--- config.mk ---
export PLATFORM = sky130hd
export DESIGN_NAME = calc1_port_responder
export DESIGN_NICKNAME = d
export VERILOG_FILES = /design/src/rtl/calc1_port_responder.sv
export SDC_FILE = /design/constraint.sdc
export NUM_CORES = 1
export LEC_CHECK = 0
export CAP_MARGIN = 5
export CORE_MARGIN = 4
export CORE_UTILIZATION = 45
export DETAILED_ROUTE_END_ITERATION = 12
export GPL_ROUTABILITY_DRIVEN = 0
export HOLD_SLACK_MARGIN = 0.08
export PLACE_DENSITY_LB_ADDON = 0.05
export SYNTH_ARGS = -nofsm -noshare
export SYNTH_HDL_FRONTEND = slang
export SYNTH_SLANG_ARGS = --single-unit
--- constraint.sdc ---
create_clock -name c_clk -period 3.7 [get_ports c_clk]
set_input_delay 0.37 -clock c_clk [delete_from_list [all_inputs] [get_ports c_clk]]
set_output_delay 0.37 -clock c_clk [all_outputs]
set_load 0.005 [all_outputs]
--- src/rtl/calc1_port_responder.sv ---
// rtl/calc1_port_responder.sv - calc1 port responder: two-cycle request, fixed-latency registered response

module calc1_port_responder #(
    parameter int unsigned LATENCY = 3
) (
    input  logic        c_clk,
    input  logic        reset,
    input  logic [3:0]  req_cmd_in,
    input  logic [31:0] req_data_in,
    output logic [1:0]  out_resp,
    output logic [31:0] out_data,
    output logic        out_busy
);

    typedef enum logic [1:0] {
        IDLE = 2'd0,
        OP2  = 2'd1,
        EXEC = 2'd2,
        RESP = 2'd3
    } state_t;

    localparam logic [3:0] CNT_LOAD = 4'(LATENCY - 1);

    localparam logic [3:0] CMD_ADD = 4'd1;
    localparam logic [3:0] CMD_SUB = 4'd2;
    localparam logic [3:0] CMD_SHL = 4'd5;
    localparam logic [3:0] CMD_SHR = 4'd6;

    localparam logic [1:0] RESP_NONE = 2'd0;
    localparam logic [1:0] RESP_OK   = 2'd1;
    localparam logic [1:0] RESP_ERR  = 2'd2;

    state_t      state_q, state_d;
    logic [3:0]  cmd_q, cmd_d;
    logic [31:0] op1_q, op1_d;
    logic [31:0] op2_q, op2_d;
    logic [3:0]  cnt_q, cnt_d;
    logic [1:0]  resp_d;
    logic [31:0] data_d;
    logic        busy_d;

    logic [32:0] sum;
    logic [1:0]  alu_resp;
    logic [31:0] alu_data;

    // Result is formed from the latched operands; it is only sampled into the
    // outputs while in RESP, so the operands are stable by then for any latency.
    always_comb begin
        sum      = {1'b0, op1_q} + {1'b0, op2_q};
        alu_resp = RESP_ERR;
        alu_data = '0;
        case (cmd_q)
            CMD_ADD: begin
                if (!sum[32]) begin
                    alu_resp = RESP_OK;
                    alu_data = sum[31:0];
                end
            end
            CMD_SUB: begin
                if (op2_q <= op1_q) begin
                    alu_resp = RESP_OK;
                    alu_data = op1_q - op2_q;
                end
            end
            CMD_SHL: begin
                alu_resp = RESP_OK;
                alu_data = op1_q << op2_q[4:0];
            end
            CMD_SHR: begin
                alu_resp = RESP_OK;
                alu_data = op1_q >> op2_q[4:0];
            end
            default: begin
                alu_resp = RESP_ERR;
                alu_data = '0;
            end
        endcase
    end

    always_comb begin
        state_d = state_q;
        cmd_d   = cmd_q;
        op1_d   = op1_q;
        op2_d   = op2_q;
        cnt_d   = cnt_q;
        resp_d  = RESP_NONE;
        data_d  = '0;
        case (state_q)
            IDLE: begin
                if (req_cmd_in != 4'd0) begin
                    cmd_d   = req_cmd_in;
                    op1_d   = req_data_in;
                    state_d = OP2;
                end
            end
            OP2: begin
                op2_d   = req_data_in;
                cnt_d   = CNT_LOAD;
                state_d = (LATENCY <= 1) ? RESP : EXEC;
            end
            EXEC: begin
                cnt_d = cnt_q - 4'd1;
                if (cnt_q <= 4'd1) begin
                    state_d = RESP;
                end
            end
            RESP: begin
                resp_d  = alu_resp;
                data_d  = alu_data;
                state_d = IDLE;
            end
            default: state_d = IDLE;
        endcase
        // Busy also covers the cycle the registered response is on the outputs.
        busy_d = (state_d != IDLE) || (state_q == RESP);
    end

    always_ff @(posedge c_clk) begin
        if (reset) begin
            state_q  <= IDLE;
            cmd_q    <= '0;
            op1_q    <= '0;
            op2_q    <= '0;
            cnt_q    <= '0;
            out_resp <= RESP_NONE;
            out_data <= '0;
            out_busy <= 1'b0;
        end else begin
            state_q  <= state_d;
            cmd_q    <= cmd_d;
            op1_q    <= op1_d;
            op2_q    <= op2_d;
            cnt_q    <= cnt_d;
            out_resp <= resp_d;
            out_data <= data_d;
            out_busy <= busy_d;
        end
    end

endmodule

Yosys cells after proc, flatten, opt, wreduce, memory -nomap -nowiden
Index checks and enable logic that the tools add are counted.
{"block": "word_totals", "regBits": 109, "word_cells": 41}
{"block": "op_classes", "add_sub_neg": 3, "order_cmp": 2, "n_eq_ne": 7, "shifts": 2, "muxes": 10, "bitwise": 1, "n_reduce_logical": 8}
{"op": "32-bit one-hot mux with 4 select lines", "count": 1}
{"op": "32-bit 2-to-1 mux", "count": 2}
{"op": "32-bit by 32-bit adder with 33-bit output", "count": 1}
{"op": "32-bit less-or-equal comparator", "count": 1}
{"op": "32-bit by 5-bit left shift with 32-bit output", "count": 1}
{"op": "32-bit by 5-bit right shift with 32-bit output", "count": 1}
{"op": "32-bit subtractor", "count": 1}
{"op": "4-bit by 3-bit == test with 1-bit output, second input constant", "count": 2}
{"op": "2-bit 2-to-1 mux", "count": 4}
{"op": "2-bit one-hot mux with 4 select lines", "count": 1}
{"op": "4-bit one-hot mux with 2 select lines", "count": 1}
{"op": "2-bit one-hot mux with 3 select lines", "count": 1}
{"op": "2-bit == test, second input constant", "count": 2}
{"op": "4-bit by 1-bit == test with 1-bit output, second input constant", "count": 1}
{"op": "4-bit by 2-bit == test with 1-bit output, second input constant", "count": 1}
{"op": "4-bit by 1-bit less-or-equal comparator with 1-bit output, second input constant", "count": 1}
{"op": "2-bit nonzero test", "count": 2}
{"op": "4-bit nonzero test", "count": 1}
{"op": "2-bit OR reduction", "count": 2}
{"op": "4-bit by 1-bit subtractor with 4-bit output, second input constant", "count": 1}
{"op": "2-bit by 1-bit == test with 1-bit output, second input constant", "count": 1}
{"op": "2-bit logical NOT", "count": 1}
{"op": "2-bit AND reduction", "count": 1}
{"op": "1-bit logical OR", "count": 1}
{"op": "1-bit inverter", "count": 1}

Logic depth before layout (Yosys ltp)
Gate-level depths: netlist of run 1.
{"block": "depth", "depth_word": 5, "depth_mapped": 17, "mapped_depth_nobuf": 12}

Least setup slack after synthesis of run 1
Ideal clock, no wire load.
{"block": "synth_path", "path_type": "register to register", "from": "register op2_q[2]", "to": "register out_data[15]", "setup_ns": 0.132, "t_arrival_ns": 3.832, "required_ns": 3.568, "slack_ns": -0.265, "path_stages_with_launch": 18, "synth_period_minus_slack_ns": 3.965, "cell_sequence": "dfxtp_1 > clkbuf_1 > inv_2 > buf_1 > clkbuf_1 > ha_1 > buf_2 > o21bai_2 > o2111ai_2 > a2111oi_4 > o21ai_2 > o21a_4 > o21a_1 > buf_6 > buf_6 > a221oi_2 > o21bai_1 > a31oi_1"}
{"block": "synth_between", "elab_chain_cells": 3, "word_cells_on_any_way": 8, "cone_classes": "add/sub (2); order compare (1); shift (2); mux (3)"}
{"element": "from (decl)", "line": "36", "text": "logic [31:0] op2_q, op2_d;"}
{"element": "from (signal assigned)", "line": "132", "text": "op2_q <= op2_d;"}
{"element": "32-bit subtractor (tied with other cells)", "line": "62", "text": "alu_data = op1_q - op2_q;"}
{"element": "32-bit 2-to-1 mux, on equally long branches", "line": "60, 54"}
{"element": "32-bit one-hot mux with 4 select lines (*)", "line": "52", "text": "case (cmd_q)"}
{"element": "to (signal assigned)", "line": "135", "text": "out_data <= data_d;"}
{"element": "to (decl)", "line": "11", "text": "output logic [31:0] out_data,"}
Every way passes the cells marked *; elsewhere a longest branch is shown, timed or not.
A chain may end at the register's enable or synchronous reset.

Worst setup path in the final report of run 1
{"block": "layout_path", "from": "register op2_q[0]", "to": "register out_data[2]"}
Same word-level chain as after synthesis.

==> run summary, run 1 <==
Height of the die: 163 microns
Buffers & Inverters on Critical Path: 2
Worst-path fanout max: 10
GRT busiest layer: met1
Clock Latency Late Sink: 0.38 ns
Die Footprint: 26,600 sq um
Footprint of the multi-input gates: 7960 sq um
DRC viols: 0
Max-Slew Margin vs Limit: 0.233
Peak VDD IR: 0.771 mV
Final Hold Vio Count: 0
Clk sinks: 109
Top achievable clock speed: 280 MHz
Post-layout nets: 1,646
Slew Viols, Final: 0
Vias: 11,500
Largest delay share family, worst path: compound AO/OA/AOI/OAI gates
Area Growth Syn to Fin: 14.4%
Post-synth top area cell: dfxtp_1
CP Data Required Time: 3.94 ns
Met1 Usage GRT: 0.438
Async set-reset flop share out of synthesis: 0
Minimum clock period: 3.57 ns
Synth cell types: 84
MaxCap Viol Count: 0
Cells after Synth: 1,483
Max Clock Skew: 0.0165 ns
PD cells: 720 nW/um^2
Met3 Resource Use GR: 0.0386
CTS tree: done
Clock Tree Root: clkbuf_16
CTS buffer count: 9
Setup violations, final: 0
Row cnt: 56
Total gr overflow: 0
Core ar.: 23,600 sq um
Leak Pwr: 0.00483 uW
Global-route wire length before repair: 61.5 mm
Number of flops mapped to enable cells by yosys: 0
Number of synthesized register bits: 109
Max Buffers Root-to-Sink: 2
Met2 Usage GRT: 0.432
Synth top area cells: dfxtp_1 20%, mux2i_1 9.6%, ha_1 8.2%, a21oi_1 8.0%, nor2_1 5.9%
YS warnings: 0
Mapped Area: 10,800 sq um
Setup Crit Path Kind: flip-flop to flip-flop
Post-route insts no fill: 1,859
Top-count cell post-synth: a21oi_1
Vias in the first global route: 10,700
Startpoint Class: flip-flop
Post-Place Cells: 1,839
WL/cell: 21.4 microns
FILL cells: 2,394
FF/Latch Area: 2190 sq um
Worst path max stage delay: 0.50 ns
Post-synth top cells: 173 x a21oi_1, 170 x nor2_1, 168 x nand2_1
Finished Cell Area: 12,400 sq um
Ports: 73
Seq/Total Area, Yosys: 0.201
Placed Area: 12,100 sq um
Status: completed
Final TNS setup: 0 ns
Layout cells sized above 1: 0.0948
IO buf count: 72
DRT Pass-1 Iters: 6
H-tree depth: 3
Syn_area_per_cell: 7.31 sq um
Routed WL: 39.7 mm
CP endpoint kind: flip-flop
Number of inserted diodes: 0
Worst Max-Slew Pin Slew: 1.15 ns
All-Layer GR Usage: 0.292
Via density per instance: 6.17
Post-synth top flop: dfxtp_1
Dpl hpwl: 30.3 mm
WP data arrival: 3.81 ns
Initial Util: 0.459
Reg clk slew, reported paths: 0.09 ns
Antenna viol nets, final: 0
Syn_nets: 1,594
Worst Hold Class: flip-flop to flip-flop
Die Width: 163 microns
Largest net degree at the start of global routing: 74
1st-iter DRT viols: 1,330
Initial antenna violation count: 0
Post-CTS Hold Buffers: 0
Final period util: 0.965
Top cell type's share of synthesized area: 0.201
Critical Path, Cell by Cell: ha_1 > inv_1 > fa_1 > o21bai_2 > o2111ai_2 > a2111oi_4 > o21ai_4 > o21a_4 > o21a_1 > buf_4 > a221oi_1 > a21o_1 > a31oi_1
Crit-path slowest cell: a2111oi_4
==> area by class of cell <==
type / count / area share
clock buffer: 9 / 0.0182
clock inverter: 7 / 0.00635
inverter: 73 / 0.0221
multi-input combinational: 1196 / 0.641
sequential: 109 / 0.176
tap: 319 / 0.0322
timing repair buffer: 146 / 0.103
==> power breakdown <==
| part | leakage [uW] | switching (uW) | total, uW | internal (uW) |
|---|---|---|---|---|
| combinational | 0.00379 | 3890 | 6280 | 2390 |
| sequential | 0.000892 | 212 | 1600 | 1380 |
| clock | 0.000148 | 572 | 1060 | 484 |
| total | 0.00483 | 4680 | 8930 | 4260 |
==> tightest hold or removal path, stage by stage (launching register included) <==
cell	delay [ns]
dfxtp_1	0.32
nand2_1	0.05
a21oi_1	0.05
==> sequential cells by signal (all words and copies together) (netlist names) <==
name and count:
cmd_q 4, cnt_q 4, op1_q 32, op2_q 32, out_busy 1, out_data 32, out_resp 2, state_q 2
==> final timing paths <==
kind | from | to | slack [ns] | cells after the start
worst max-delay path | op2_q[0]$_SDFFE_PP0N_ | out_data[2]$_SDFF_PP0_ | 0.13 | 13
worst min-delay path | cmd_q[0]$_SDFFE_PP0P_ | cmd_q[0]$_SDFFE_PP0P_ | 0.47 | 2
worst max register to register | op2_q[0]$_SDFFE_PP0N_ | out_data[2]$_SDFF_PP0_ | 0.13 | 13
worst min register to register | cmd_q[0]$_SDFFE_PP0P_ | cmd_q[0]$_SDFFE_PP0P_ | 0.47 | 2
==> stage by stage <==
step	total power [uW]	hold slack [ns]	utilization	worst slack, ns
3_5_place_dp	7650	0.465	0.511	0.124
2_1_floorplan	5930	0.445	-	0.0993
4_1_cts	8720	0.477	0.524	0.103
5_1_grt	9510	0.508	0.525	-0.00970
6_report	8930	0.473	0.525	0.128
3_3_place_gp	7650	0.457	0.511	0.190
==> routing by layer <==
| layer | vias to the layer above | part of all wire |
|---|---|---|
| met3 | 64 | 0.086 |
| met4 | 0 | 0.030 |
| met2 | 553 | 0.42 |
| met1 | 5391 | 0.46 |
| li1 | 5459 | - |
| met5 | - | 0 |
==> cells by family after synthesis <==
group	Yosys count	share of synthesized area
DFF	109	0.201
and+or+nand+nor	464	0.188
muxes	127	0.130
buffers and inverters	178	0.0675
AOI/OAI and AO/OA	500	0.301
adders and majority gates	73	0.0856
xor gates and xnor gates	32	0.0259
==> placed cells by master (no fill, tap or decap), drive strengths merged, types with 21 or more instances in the layout <==
| cell type | count |
|---|---|
| dfxtp | 109 |
| a21oi | 173 |
| o22ai | 34 |
| clkdlybuf4s50 | 71 |
| nand2b | 26 |
| ha | 71 |
| inv | 73 |
| buf | 75 |
| o21bai | 21 |
| nor2 | 170 |
| o21ai | 77 |
| a31oi | 26 |
| mux2i | 104 |
| nand2 | 168 |
| xnor2 | 31 |
==> what timing repair did <==
action                     4_1_cts  5_1_grt
hold endpoints to repair         0        0
gates resized for setup          0        3
setup buffers                    0        4
setup endpoints to repair        0        6
No activity file was read; power rests on OpenSTA's default activity.
==> run 2: changes to the inputs <==
--- a/config.mk
+++ b/config.mk
@@ -9,7 +9,6 @@
 export CORE_MARGIN = 4
 export CORE_UTILIZATION = 45
 export DETAILED_ROUTE_END_ITERATION = 12
-export GPL_ROUTABILITY_DRIVEN = 0
 export HOLD_SLACK_MARGIN = 0.08
 export PLACE_DENSITY_LB_ADDON = 0.05
 export SYNTH_ARGS = -nofsm -noshare
==> constraint.sdc (replaced) <==
create_clock -name c_clk -period 3.2 [get_ports c_clk]
set_input_delay 0.32 -clock c_clk [delete_from_list [all_inputs] [get_ports c_clk]]
set_output_delay 0.32 -clock c_clk [all_outputs]
set_load 0.005 [all_outputs]
==> run 2 against run 1 <==
- hold slack improved by 0.0022 ns
- clock power rose by 10%
- largest power group unchanged
- critical endpoint is now out_data[15]$_SDFF_PP0_
- sequential power rose by 15%
- via count rose by 2.8%
- final area rose by 7.5%
- largest cell class unchanged
- register-to-register slack got worse by 0.12 ns
- final cell count rose by 4.4%
- wire length rose by 8.1%
- die area did not move
- global-route usage rose by 2.1 points
==> run summary, run 2 (synthesized netlist as in run 1, its figures left out) <==
Global-route wire length before repair: 64.9 mm (+5.6%)
Startpoint Class: flip-flop
CP endpoint kind: flip-flop
CTS tree: done
Top achievable clock speed: 314 MHz (+12%)
Clock Latency Late Sink: 0.37 ns (about the same)
Setup violations, final: 0 (unchanged)
RSZ-0062 raised after global routing: true
Worst path max stage delay: 0.45 ns (-0.05 ns)
Routed WL: 42.9 mm (+8.1%)
Final Hold Vio Count: 0 (unchanged)
Worst Hold Class: flip-flop to flip-flop
Total gr overflow: 0 (unchanged)
Util after Layout: 0.565 (+0.0394)
Post-place setup slack: -0.00510 ns (-0.129 ns)
H-tree depth: 3 (unchanged)
Initial antenna violation count: 1 (+1)
Finished Cell Area: 13,300 sq um (+7.5%)
Critical Path, Cell by Cell: ha_4 > inv_2 > fa_2 > o21bai_4 > o2111ai_4 > a2111oi_4 > o21ai_2 > o21a_4 > o21a_4 > buf_12 > a221oi_4 > o21bai_4 > a31oi_1
Internal power: 5450 uW (+28%)
PD cells: 839 nW/um^2 (+17%)
Post-layout nets: 1,727 (+4.9%)
All-Layer GR Usage: 0.313 (+0.0212)
Max Clock Skew: 0.0136 ns (-0.00290 ns)
CP Data Required Time: 3.43 ns (-0.51 ns)
Met2 Usage GRT: 0.473 (+0.0409)
Via density per instance: 6.07 (-1.5%)
GRT busiest layer: met2
Met1 Usage GRT: 0.453 (+0.0152)
Row cnt: 56 (unchanged)
Dpl hpwl: 33.5 mm (+10%)
Sw power: 5740 uW (+23%)
IO buf count: 72 (unchanged)
Initial Util: 0.459 (unchanged)
Combinational power share: 0.731 (+0.028)
Clk sinks: 109 (unchanged)
Gpl congestion: 0.977
Number of inserted diodes: 0 (unchanged)
Most frequent cells in the layout: 170 x nor2_1, 170 x a21oi_1, 168 x nand2_1, 150 x buf_4, 104 x mux2i_1
R2R Setup Slk: 0.01 ns (-0.12 ns)
DRT Pass-1 Iters: 8 (+2)
Clock Tree Root: clkbuf_16
Vias in the first global route: 11,000 (+2.9%)
Worst Max-Slew Pin Slew: 0.704 ns (-0.446 ns)
Die Footprint: 26,600 sq um (unchanged)
Switching part of the total: 0.513 (-0.0103)
WP data arrival: 3.42 ns (-0.39 ns)
Die Width: 163 microns (unchanged)
Core ar.: 23,600 sq um (unchanged)
Sequential Power Share: 0.165 (-0.014)
Final period util: 0.996 (+0.0307)
Antenna viol nets, final: 0 (unchanged)
Final TNS setup: 0 ns (unchanged)
Final hold slack: 0.475 ns (+0.00217 ns)
Worst-path fanout max: 13 (+3)
Placed Area: 12,700 sq um (+5.5%)
WL/cell: 22.1 microns (+3.6%)
Minimum clock period: 3.19 ns (-0.384 ns)
Post-route setup slack: 0.0125 ns (-0.116 ns)
Crit-path slowest cell: a2111oi_4
Clock power share: 0.105 (-0.013)
Layout cells sized above 1: 0.163 (+0.0681)
Met3 Resource Use GR: 0.0548 (+0.0161)
Largest net degree at the start of global routing: 89 (+20%)
MaxCap Viol Count: 0 (unchanged)
Leak Pwr: 0.00526 uW (+9.0%)
Max Buffers Root-to-Sink: 2 (unchanged)
Post-CTS Hold Buffers: 0 (unchanged)
Reg clk slew, reported paths: 0.09 ns (about the same)
CTS buffer count: 9 (unchanged)
Status: completed
Biggest regs: op1_q x32, op2_q x32, out_data x32
Slew Viols, Final: 0 (unchanged)
Height of the die: 163 microns (unchanged)
Max-Slew Margin vs Limit: 0.531 (+0.297)
Setup Crit Path Kind: flip-flop to flip-flop
Peak VDD IR: 1.09 mV (+41%)
Area Growth Syn to Fin: 23.0%
Vias: 11,800 (+2.8%)
Ports: 73 (unchanged)
1st-iter DRT viols: 1,304 (-2.0%)
DRC viols: 0 (unchanged)
==> run 2: power by group through the flow <==
stage / Clock (uW) / Sequential (uW) / Combinational, uW
3_5_place_dp: 0 / 1860 / 7650
6_report: 1170 / 1840 / 8180
3_3_place_gp: 0 / 1850 / 7660
4_1_cts: 1190 / 1830 / 7710
2_1_floorplan: 0 / 1860 / 5050
5_1_grt: 1250 / 1870 / 8810
==> run 2: worst paths after layout <==
kind                         startpoint                 endpoint  depth (start not counted)
setup reg to reg  op2_q[0]$_SDFFE_PP0N_  out_data[15]$_SDFF_PP0_                         13
setup / recovery  op2_q[0]$_SDFFE_PP0N_  out_data[15]$_SDFF_PP0_                         13
hold reg to reg   cmd_q[0]$_SDFFE_PP0P_    cmd_q[0]$_SDFFE_PP0P_                          2
hold / removal    cmd_q[0]$_SDFFE_PP0P_    cmd_q[0]$_SDFFE_PP0P_                          2
==> run 2: cell type report <==
type,instances,area [sq um]
clock buffers,9,225
flip-flops and latches,109,2200
repair buffers,227,1950
inverters,73,283
multi-input cells,1196,8210
well taps,319,399
clock inverters,7,76.3
fillers,2345,10300
==> run 2: timing repair <==
action / CTS / global route
endpoints found under the setup margin: 5 / 26
cloned: 0 / 1
buffers inserted: 0 / 6
pin swaps: 1 / 21
resized for setup: 4 / 49
hold endpoints to repair: 0 / 0
==> run 2: layer usage <==
metal / share of wire / wire length, microns
met1: 0.45 / 19400
met2: 0.44 / 18700
met3: 0.082 / 3500
met4: 0.030 / 1270
met5: 0.00030 / 13
==> run 2: worst max-delay path, delay by kind of cell (launching register included) <==
family                     cells  cell delay, ns
DFF                            1            0.38
AOI/OAI and AO/OA              9            1.96
adders and majority gates      2            0.52
buffers and inverters          2            0.18
==> run 2: metrics by stage <==
stage / power, uW / std cells
2_1_floorplan: 6910 / 1483
3_3_place_gp: 9510 / 1917
3_5_place_dp: 9510 / 1917
4_1_cts: 10700 / 1933
5_1_grt: 11900 / 1940
6_report: 11200 / 1940
